`config.mk`:
```
export PLATFORM = sky130hd
export DESIGN_NAME = tmds_rx_decoder
export DESIGN_NICKNAME = d
export VERILOG_FILES = /design/src/rtl/tmds_pkg.sv /design/src/rtl/tmds_decode_10b8b.sv /design/src/rtl/tmds_rx_decoder.sv
export SDC_FILE = /design/constraint.sdc
export NUM_CORES = 1
export LEC_CHECK = 0
export CORE_UTILIZATION = 25
export DETAILED_ROUTE_END_ITERATION = 6
export PLACE_DENSITY = 0.47
export REMOVE_ABC_BUFFERS = 1
export SLEW_MARGIN = 10
export SYNTH_ARGS = -nofsm -noshare
export SYNTH_HDL_FRONTEND = slang
export SYNTH_HIERARCHICAL = 1
export SYNTH_SLANG_ARGS = --single-unit
```
`constraint.sdc`:
```
create_clock -name I_pxl_clk -period 2.1 [get_ports I_pxl_clk]
set_input_delay 0.42 -clock I_pxl_clk [delete_from_list [all_inputs] [get_ports I_pxl_clk]]
set_output_delay 0.42 -clock I_pxl_clk [all_outputs]
set_load 0.005 [all_outputs]
```
`src/rtl/tmds_pkg.sv`:
```
// Shared TMDS definitions: control tokens, default link parameters, receive FSM states
// and the decoded-word record passed between decoder and pipeline.
package tmds_pkg;

  localparam logic [9:0] TOK_C00 = 10'h354;
  localparam logic [9:0] TOK_C01 = 10'h0AB;
  localparam logic [9:0] TOK_C10 = 10'h154;
  localparam logic [9:0] TOK_C11 = 10'h2AB;

  localparam int CTRL_RUN_DEF   = 8;
  localparam int SEARCH_WIN_DEF = 2048;
  localparam int SLIP_WAIT_DEF  = 16;
  localparam int LOSS_WIN_DEF   = 4096;

  typedef enum logic [1:0] {
    SEARCH,
    SLIP,
    LOCKED
  } tmds_state_e;

  typedef struct packed {
    logic       is_ctrl;
    logic [1:0] ctrl;
    logic [7:0] data;
  } tmds_word_t;

endpackage

```
`src/rtl/tmds_decode_10b8b.sv`:
```
// Combinational TMDS 10b->8b decode with control-token recognition.
module tmds_decode_10b8b
  import tmds_pkg::*;
(
  input  logic [9:0] raw_i,
  output tmds_word_t word_o
);

  logic [7:0] d;

  always_comb begin
    word_o = '0;
    d      = raw_i[9] ? ~raw_i[7:0] : raw_i[7:0];
    word_o.data[0] = d[0];
    // bit 8 selects XOR vs XNOR chaining used by the encoder
    for (int i = 1; i < 8; i++) begin
      word_o.data[i] = raw_i[8] ? (d[i] ^ d[i-1]) : ~(d[i] ^ d[i-1]);
    end
    word_o.is_ctrl = 1'b1;
    unique case (raw_i)
      TOK_C00: word_o.ctrl = 2'b00;
      TOK_C01: word_o.ctrl = 2'b01;
      TOK_C10: word_o.ctrl = 2'b10;
      TOK_C11: word_o.ctrl = 2'b11;
      default: word_o.is_ctrl = 1'b0;
    endcase
  end

endmodule

```
`src/rtl/tmds_rx_decoder.sv`:
```
// Single-channel TMDS receiver: word alignment by control-token hunting with
// bitslip requests, then 2-stage 10b->8b decode of the aligned stream.
module tmds_rx_decoder
  import tmds_pkg::*;
#(
  parameter int CTRL_RUN   = CTRL_RUN_DEF,
  parameter int SEARCH_WIN = SEARCH_WIN_DEF,
  parameter int SLIP_WAIT  = SLIP_WAIT_DEF,
  parameter int LOSS_WIN   = LOSS_WIN_DEF
) (
  input  logic       I_pxl_clk,
  input  logic       I_rst_n,
  input  logic [9:0] I_raw,
  output logic       O_bitslip,
  output logic       O_locked,
  output logic       O_de,
  output logic [1:0] O_ctrl,
  output logic [7:0] O_data,
  output logic       O_err
);

  localparam int RUN_W  = $clog2(CTRL_RUN + 1);
  localparam int WIN_W  = $clog2(SEARCH_WIN + 1);
  localparam int WAIT_W = $clog2(SLIP_WAIT + 1);
  localparam int LOSS_W = $clog2(LOSS_WIN + 1);

  localparam logic [RUN_W-1:0]  RUN_MAX   = RUN_W'(CTRL_RUN);
  localparam logic [WIN_W-1:0]  WIN_MAX   = WIN_W'(SEARCH_WIN);
  localparam logic [WAIT_W-1:0] WAIT_LAST = WAIT_W'(SLIP_WAIT - 1);
  localparam logic [LOSS_W-1:0] LOSS_LAST = LOSS_W'(LOSS_WIN - 1);

  tmds_word_t dec_w, s1_q;
  tmds_state_e state_q, state_d;
  logic [RUN_W-1:0]  run_q, run_d, run_inc;
  logic [WIN_W-1:0]  win_q, win_d;
  logic [WAIT_W-1:0] wait_q, wait_d;
  logic [LOSS_W-1:0] loss_q, loss_d;
  logic              hit;
  logic              bitslip_q, err_q, de_q;
  logic [1:0]        ctrl_q;
  logic [7:0]        data_q;

  tmds_decode_10b8b u_dec (
    .raw_i  (I_raw),
    .word_o (dec_w)
  );

  // Run counter looks at stage 1 so lock lands on the same edge that
  // the completing token reaches the outputs.
  always_comb begin
    run_inc = (run_q == RUN_MAX) ? run_q : run_q + 1'b1;
    run_d   = s1_q.is_ctrl ? run_inc : '0;
    hit     = (run_d == RUN_MAX);
    state_d = state_q;
    win_d   = '0;
    wait_d  = '0;
    loss_d  = '0;
    unique case (state_q)
      SEARCH: begin
        if (hit)                  state_d = LOCKED;
        else if (win_q == WIN_MAX) state_d = SLIP;
        else                      win_d   = win_q + 1'b1;
      end
      // the pulse cycle is the first of the SLIP_WAIT settle cycles
      SLIP: begin
        run_d = '0;
        if (wait_q == WAIT_LAST) state_d = SEARCH;
        else                     wait_d  = wait_q + 1'b1;
      end
      LOCKED: begin
        if (hit)                     loss_d  = '0;
        else if (loss_q == LOSS_LAST) state_d = SEARCH;
        else                         loss_d  = loss_q + 1'b1;
      end
      default: state_d = SEARCH;
    endcase
  end

  always_ff @(posedge I_pxl_clk or negedge I_rst_n) begin
    if (!I_rst_n) begin
      s1_q      <= '0;
      state_q   <= SEARCH;
      run_q     <= '0;
      win_q     <= '0;
      wait_q    <= '0;
      loss_q    <= '0;
      bitslip_q <= 1'b0;
      err_q     <= 1'b0;
      de_q      <= 1'b0;
      ctrl_q    <= 2'b00;
      data_q    <= 8'h00;
    end else begin
      s1_q      <= dec_w;
      state_q   <= state_d;
      run_q     <= run_d;
      win_q     <= win_d;
      wait_q    <= wait_d;
      loss_q    <= loss_d;
      bitslip_q <= (state_q != SLIP) && (state_d == SLIP);
      err_q     <= (state_q == LOCKED) && (state_d == SEARCH);
      if (state_d != LOCKED) begin
        de_q   <= 1'b0;
        ctrl_q <= 2'b00;
        data_q <= 8'h00;
      end else if (s1_q.is_ctrl) begin
        de_q   <= 1'b0;
        ctrl_q <= s1_q.ctrl;
        data_q <= 8'h00;
      end else begin
        de_q   <= 1'b1;
        data_q <= s1_q.data;
      end
    end
  end

  assign O_bitslip = bitslip_q;
  assign O_locked  = (state_q == LOCKED);
  assign O_de      = de_q;
  assign O_ctrl    = ctrl_q;
  assign O_data    = data_q;
  assign O_err     = err_q;

endmodule

```
**After elaboration in Yosys (flattened, before gate mapping)**

Cells that the tools add are included.

- Bits in registers: 60
- Latch bits: 0
- Bits in writable memories: 0
- ROM bits: 0
- Bits of input ports: 12
- Output and inout bits: 14
- Logic and storage cells: 85
- Memories kept: 0

- $add $sub $neg: 4
- $mul: 0
- Div/mod/pow operators: 0
- Magnitude comparators: 0
- Eq/ne operators: 14
- Shifts and indexed selects: 0
- Multiplexer cells: 33
- Bitwise gates (word level): 15
- Reductions and logical operators: 6

Operators by type and width:

| operator | count |
|---|---|
| $mux W13 | 3 |
| $mux W12 | 3 |
| $mux W8 | 3 |
| $eq A10 B10 Y1 const B | 2 |
| $mux W2 | 7 |
| $add A13 B1 Y13 const B | 1 |
| $eq A13 B12 Y1 const B | 1 |
| $add A12 B1 Y12 const B | 1 |
| $eq A12 B12 Y1 const B | 1 |
| $mux W4 | 3 |
| $pmux W2 S3 | 2 |
| $eq A10 B8 Y1 const B | 1 |
| $eq A10 B9 Y1 const B | 1 |
| $mux W1 | 10 |
| $mux W5 | 2 |
| $eq A4 B4 Y1 const B | 2 |
| $not A8 Y8 | 1 |
| $not A1 Y1 | 7 |
| $xor A1 B1 Y1 | 7 |
| $add A5 B1 Y5 const B | 1 |
| $eq A5 B4 Y1 const B | 1 |
| $add A4 B1 Y4 const B | 1 |
| $eq A2 B1 Y1 const B | 2 |
| $logic_not A2 Y1 | 2 |
| 6 further kinds | 7 |

**Logic depth before layout (Yosys ltp)**

- Word-level depth: 8
- Depth in mapped cells: 8
- Gate-level depth less buffers: 6

**Cells and area by module**

Netlist, hierarchy kept.

Modules (own cells, without submodules):

| module | instances | cells an instance | area each (sq um) | seq. area each (sq um) |
|---|---|---|---|---|
| tmds_rx_decoder | 1 | 223 | 2668.8 | 1501.4 |
| tmds_decode_10b8b | 1 | 25 | 216.5 | 0.0 |

**Worst setup path before layout**

No wires, ideal clock.

- Kind: reg-to-reg
- From: register run_q[0]
- To: register loss_q[5]
- Library setup time: 0.080 ns
- Arrival: 1.569 ns
- Data required time: 2.020 ns
- Slack: 0.451 ns
- Stages on the path, launching flop included: 9
- Buffers on the path: 2
- Clock period less this slack: 1.649 ns
- Cells stage by stage: dfrtp_1 inv_1 ha_1 nand3b_1 o21ai_0 o2111a_1 buf_6 buf_12 nor3_4

- Longest elaborated chain between the ends: 6
- Elaborated cells on any way between the ends: 7
- Those cells by class: 1 x add/sub; 2 x eq/ne; 4 x mux

Ends and longest elaborated chain:

| element | line | source |
|---|---|---|
| start, declared | tmds_rx_decoder.sv:34 | `logic [RUN_W-1:0] run_q, run_d, run_inc;` |
| start signal, assigned | tmds_rx_decoder.sv:95 | `run_q <= run_d;` |
| $add A4 B1 Y4 or $eq A4 B4 Y1 (tied branches) | tmds_rx_decoder.sv:51 | `run_inc = (run_q == RUN_MAX) ? run_q : run_q + 1'b1;` |
| $mux W4 * | tmds_rx_decoder.sv:51 |  |
| $mux W4 * | tmds_rx_decoder.sv:52 | `run_d = s1_q.is_ctrl ? run_inc : '0;` |
| $eq A4 B4 Y1 * | tmds_rx_decoder.sv:53 | `hit = (run_d == RUN_MAX);` |
| $mux W13 * | tmds_rx_decoder.sv:71 | `if (hit) loss_d = '0;` |
| $mux W13 * | tmds_rx_decoder.sv:58 | `unique case (state_q)` |
| via loss_d[5] | tmds_rx_decoder.sv:37 | `logic [LOSS_W-1:0] loss_q, loss_d;` |
| end signal, assigned | tmds_rx_decoder.sv:98 | `loss_q <= loss_d;` |
| end, declared | tmds_rx_decoder.sv:37 |  |

Mark *: on every way through the listed nets, which the timed path passes. The rest lies on a longest branch.
A chain may end at the register's enable or synchronous reset.

**Final worst setup path**

- From: register state_q[0]
- To: output port O_locked

- Longest elaborated chain between the ends: 1

Ends and longest elaborated chain:

| element | line | source |
|---|---|---|
| start, declared | tmds_rx_decoder.sv:33 | `tmds_state_e state_q, state_d;` |
| start signal, assigned | tmds_rx_decoder.sv:94 | `state_q <= state_d;` |
| $eq A2 B2 Y1 | tmds_rx_decoder.sv:117 | `assign O_locked = (state_q == LOCKED);` |
| end, declared | tmds_rx_decoder.sv:15 | `output logic O_locked,` |

Every way passes these cells.

==> results.sh <==
export IMPL_crit_arrival_ns=1.56
export IMPL_clkPwrFrac_pct=57.4
export IMPL_ys_ff_latch=60
export IMPL_cts_tree="done"
export IMPL_final_nets=298
export IMPL_tightest_slew_ns=0.431
export IMPL_setup_viol=0
export IMPL_drive_above_1_share_pct=15.8
export IMPL_p_sw_uw=549
export IMPL_reg2reg_slack_ns=0.26
export IMPL_yosysWarnings=6
export IMPL_synthCells=248
export IMPL_netlist_area_um2=2890
export IMPL_h_tree_depth=3
export IMPL_place_gp_congestion=0.734
export IMPL_ant_nets=0
export IMPL_avgSynthCellArea_um2=11.6
export IMPL_synth_area_leaders="dfrtp_1, xnor2_1, nor3_2"
export IMPL_cp_top_family="buffers and inverters"
export IMPL_ir_drop_uv=278
export IMPL_io_pins=26
export IMPL_cts_inserted_buffers=9
export IMPL_grt_max_degree=61
export IMPL_track_usage_pct=10.1
export IMPL_max_slew_margin_rel_pct=70.9
export IMPL_drc_errors=0
export IMPL_grt_pass1_wl_mm=9.09
export IMPL_worst_path_max_delay_cell="clkdlybuf4s50_1"
export IMPL_dieArea_um2=12000
export IMPL_r2r_end="state_q[0]"
export IMPL_start_kind="flop"
export IMPL_insertedDiodeCount=0
export IMPL_worstSetupEndpointType="output pin"
export IMPL_required_ns=1.68
export IMPL_path_class="flop to output pin"
export IMPL_drtIter0Drc=40
export IMPL_finish_instance_area_um2=3630
export IMPL_crit_path_cell_trace="nand2b_1 > inv_1 > clkdlybuf4s50_1"
export IMPL_clockBufferDepth=2
export IMPL_areaGrowthSynthToFinish_pct=25.9
export IMPL_cts_root_buffer="clkbuf_16"
export IMPL_dr_pass1_iters=4
export IMPL_vias=1867
export IMPL_path_buf_inv=2
export IMPL_synthFlopType="dfrtp_1"
export IMPL_hold_viol_final=0
export IMPL_reg2reg_depth=7
export IMPL_synth_most_common_cell="dfrtp_1"
export IMPL_status="finished, final reports clean"
export IMPL_synth_distinct_cells=42
export IMPL_grt_pass1_vias=1949
export IMPL_p_int_mw=2.44
export IMPL_regToRegStartpoint="run_q[0]"
export IMPL_dieWidth_um=109
export IMPL_wl_per_cell_um=12.3
export IMPL_clkTransAtPathRegs_ns=0.05
export IMPL_drv_cap=0
export IMPL_p_total_mw=2.99
export IMPL_routed_wl_mm=5.22
export IMPL_synthArstFlopShare_pct=100
export IMPL_worstSetupStartpoint="state_q[0]"
export IMPL_place_area_um2=3280
export IMPL_rsz0062_at_grt="false"
export IMPL_synth_seq_area_share_pct=52.0
export IMPL_p_seq_share_pct=39.6
export IMPL_p_leak_nw=1.51
export IMPL_fin_worst_skew_ns=0.00668
export IMPL_power_density_nw_per_um2=824
export IMPL_synth_top_area_share_pct=52.0
export IMPL_antenna_found_initial=0
export IMPL_power_frac_comb_pct=3.1
export IMPL_yosys_area_top_type="dfrtp_1"
export IMPL_dieHeight_um=109
export IMPL_cts_hold_buf=0
export IMPL_hpwl_mm=3.42
export IMPL_min_period_over_period_pct=94.4
export IMPL_hp_class="primary input to asynchronous set/reset pin"
export IMPL_max_freq_mhz=505
export IMPL_ys_top_cells_by_count="dfrtp_1, xnor2_1, nor3_2, nor2_1"
export IMPL_clk_latency_ns=0.32
export IMPL_grt_ovfl_total=0
export IMPL_maxSlewViolCount=0
export IMPL_portBuffers=25
export IMPL_critPathMaxStageDelay_ns=0.51
export IMPL_switching_share_pct=18.3
export IMPL_rows=38
export IMPL_synth_edf_count=0
export IMPL_coreArea_um2=11000
export IMPL_fin_crit_ns=1.98
export IMPL_clkSinkCount=60
export IMPL_worst_path_max_fanout=8
export IMPL_vias_per_cell=4.39
export IMPL_initial_core_util_pct=26.2
==> cell families (layout without fill, tap and decap cells) <==
family	after synthesis	count (layout)	synth area share, %
DFF	60	60	52.0
muxes	2	2	0.694
AOI/OAI and AO/OA	13	13	3.38
adders and majority gates	6	6	2.60
buffers and inverters	18	55	4.25
and+or+nand+nor	112	112	25.8
xor gates and xnor gates	37	37	11.2
==> per-stage QoR <==
stage                     hold slack, ns  cells  util, %  TNS [ns]  setup slack, ns
final                             0.0929    425     32.9         0            0.118
after global routing               0.125    425     32.9         0           0.0202
after CTS                          0.112    425     32.9         0           0.0418
after detailed placement           0.434    409     29.7         0            0.273
after global placement             0.434    409     29.7         0            0.316
after floorplan                    0.124    239        -     -3.00           -0.149
==> how the worst max path moves through the flow <==
stage	cells after the start	slack [ns]	end
after floorplan	6	-0.15	loss_q[2]
after global placement	4	0.32	s1_q[9]
after detailed placement	7	0.27	state_q[0]
after CTS	3	0.04	O_locked
after global routing	3	0.02	O_locked
final	3	0.12	O_locked
==> cell type report <==
type	instances	area [µm²]
timing repair buffer	30	308
multi-input combinational	170	1260
clock inverter	4	95.1
fill	1134	7400
clock buffer	12	256
sequential	60	1500
inverter	9	33.8
tap	140	175
==> flip-flops by register name, summed over array words and instances (netlist names), 2 cells and up <==
register,count
loss_q,13
win_q,12
s1_q,11
O_data,8
wait_q,5
run_q,4
O_ctrl,2
state_q,2
==> layout by cell type, fill, tap and decap left out, drive strengths merged, types with 3 or more instances in the layout <==
master	instances
nand2b	3
nand3	14
bufinv	3
nor2b	3
a21oi	3
xnor2	23
o21ai	4
nand4	6
nor3	31
inv	9
clkbuf	12
dfrtp	60
clkdlybuf4s50	24
nand3b	3
nand2	9
nor3b	3
and2	9
ha	6
xor2	14
nor2	15
buf	6
and3	5
==> metal layers <==
metal / share of wire [%] / global-route usage (%) / up-vias
li1: - / - / 917
met1: 50 / 13.3 / 918
met2: 45 / 15.0 / 25
met3: 3.1 / 3.44 / 7
met4: 1.3 / 4.00 / 0
met5: 0 / 0 / -
==> power groups by stage <==
stage / logic, mW / clock network [mW] / registers (mW)
6_report: 0.0915 / 1.72 / 1.18
5_1_grt: 0.104 / 1.81 / 1.18
4_1_cts: 0.0953 / 1.76 / 1.18
3_5_place_dp: 0.0951 / 0 / 1.20
3_3_place_gp: 0.0946 / 0 / 1.20
2_1_floorplan: 0.0319 / 0 / 1.20
==> repair_timing <==
item,in CTS,in global routing
endpoints found under the setup margin,0,1
buffers inserted,0,0
resized for setup,0,1
(Power assumes the default switching activity.)
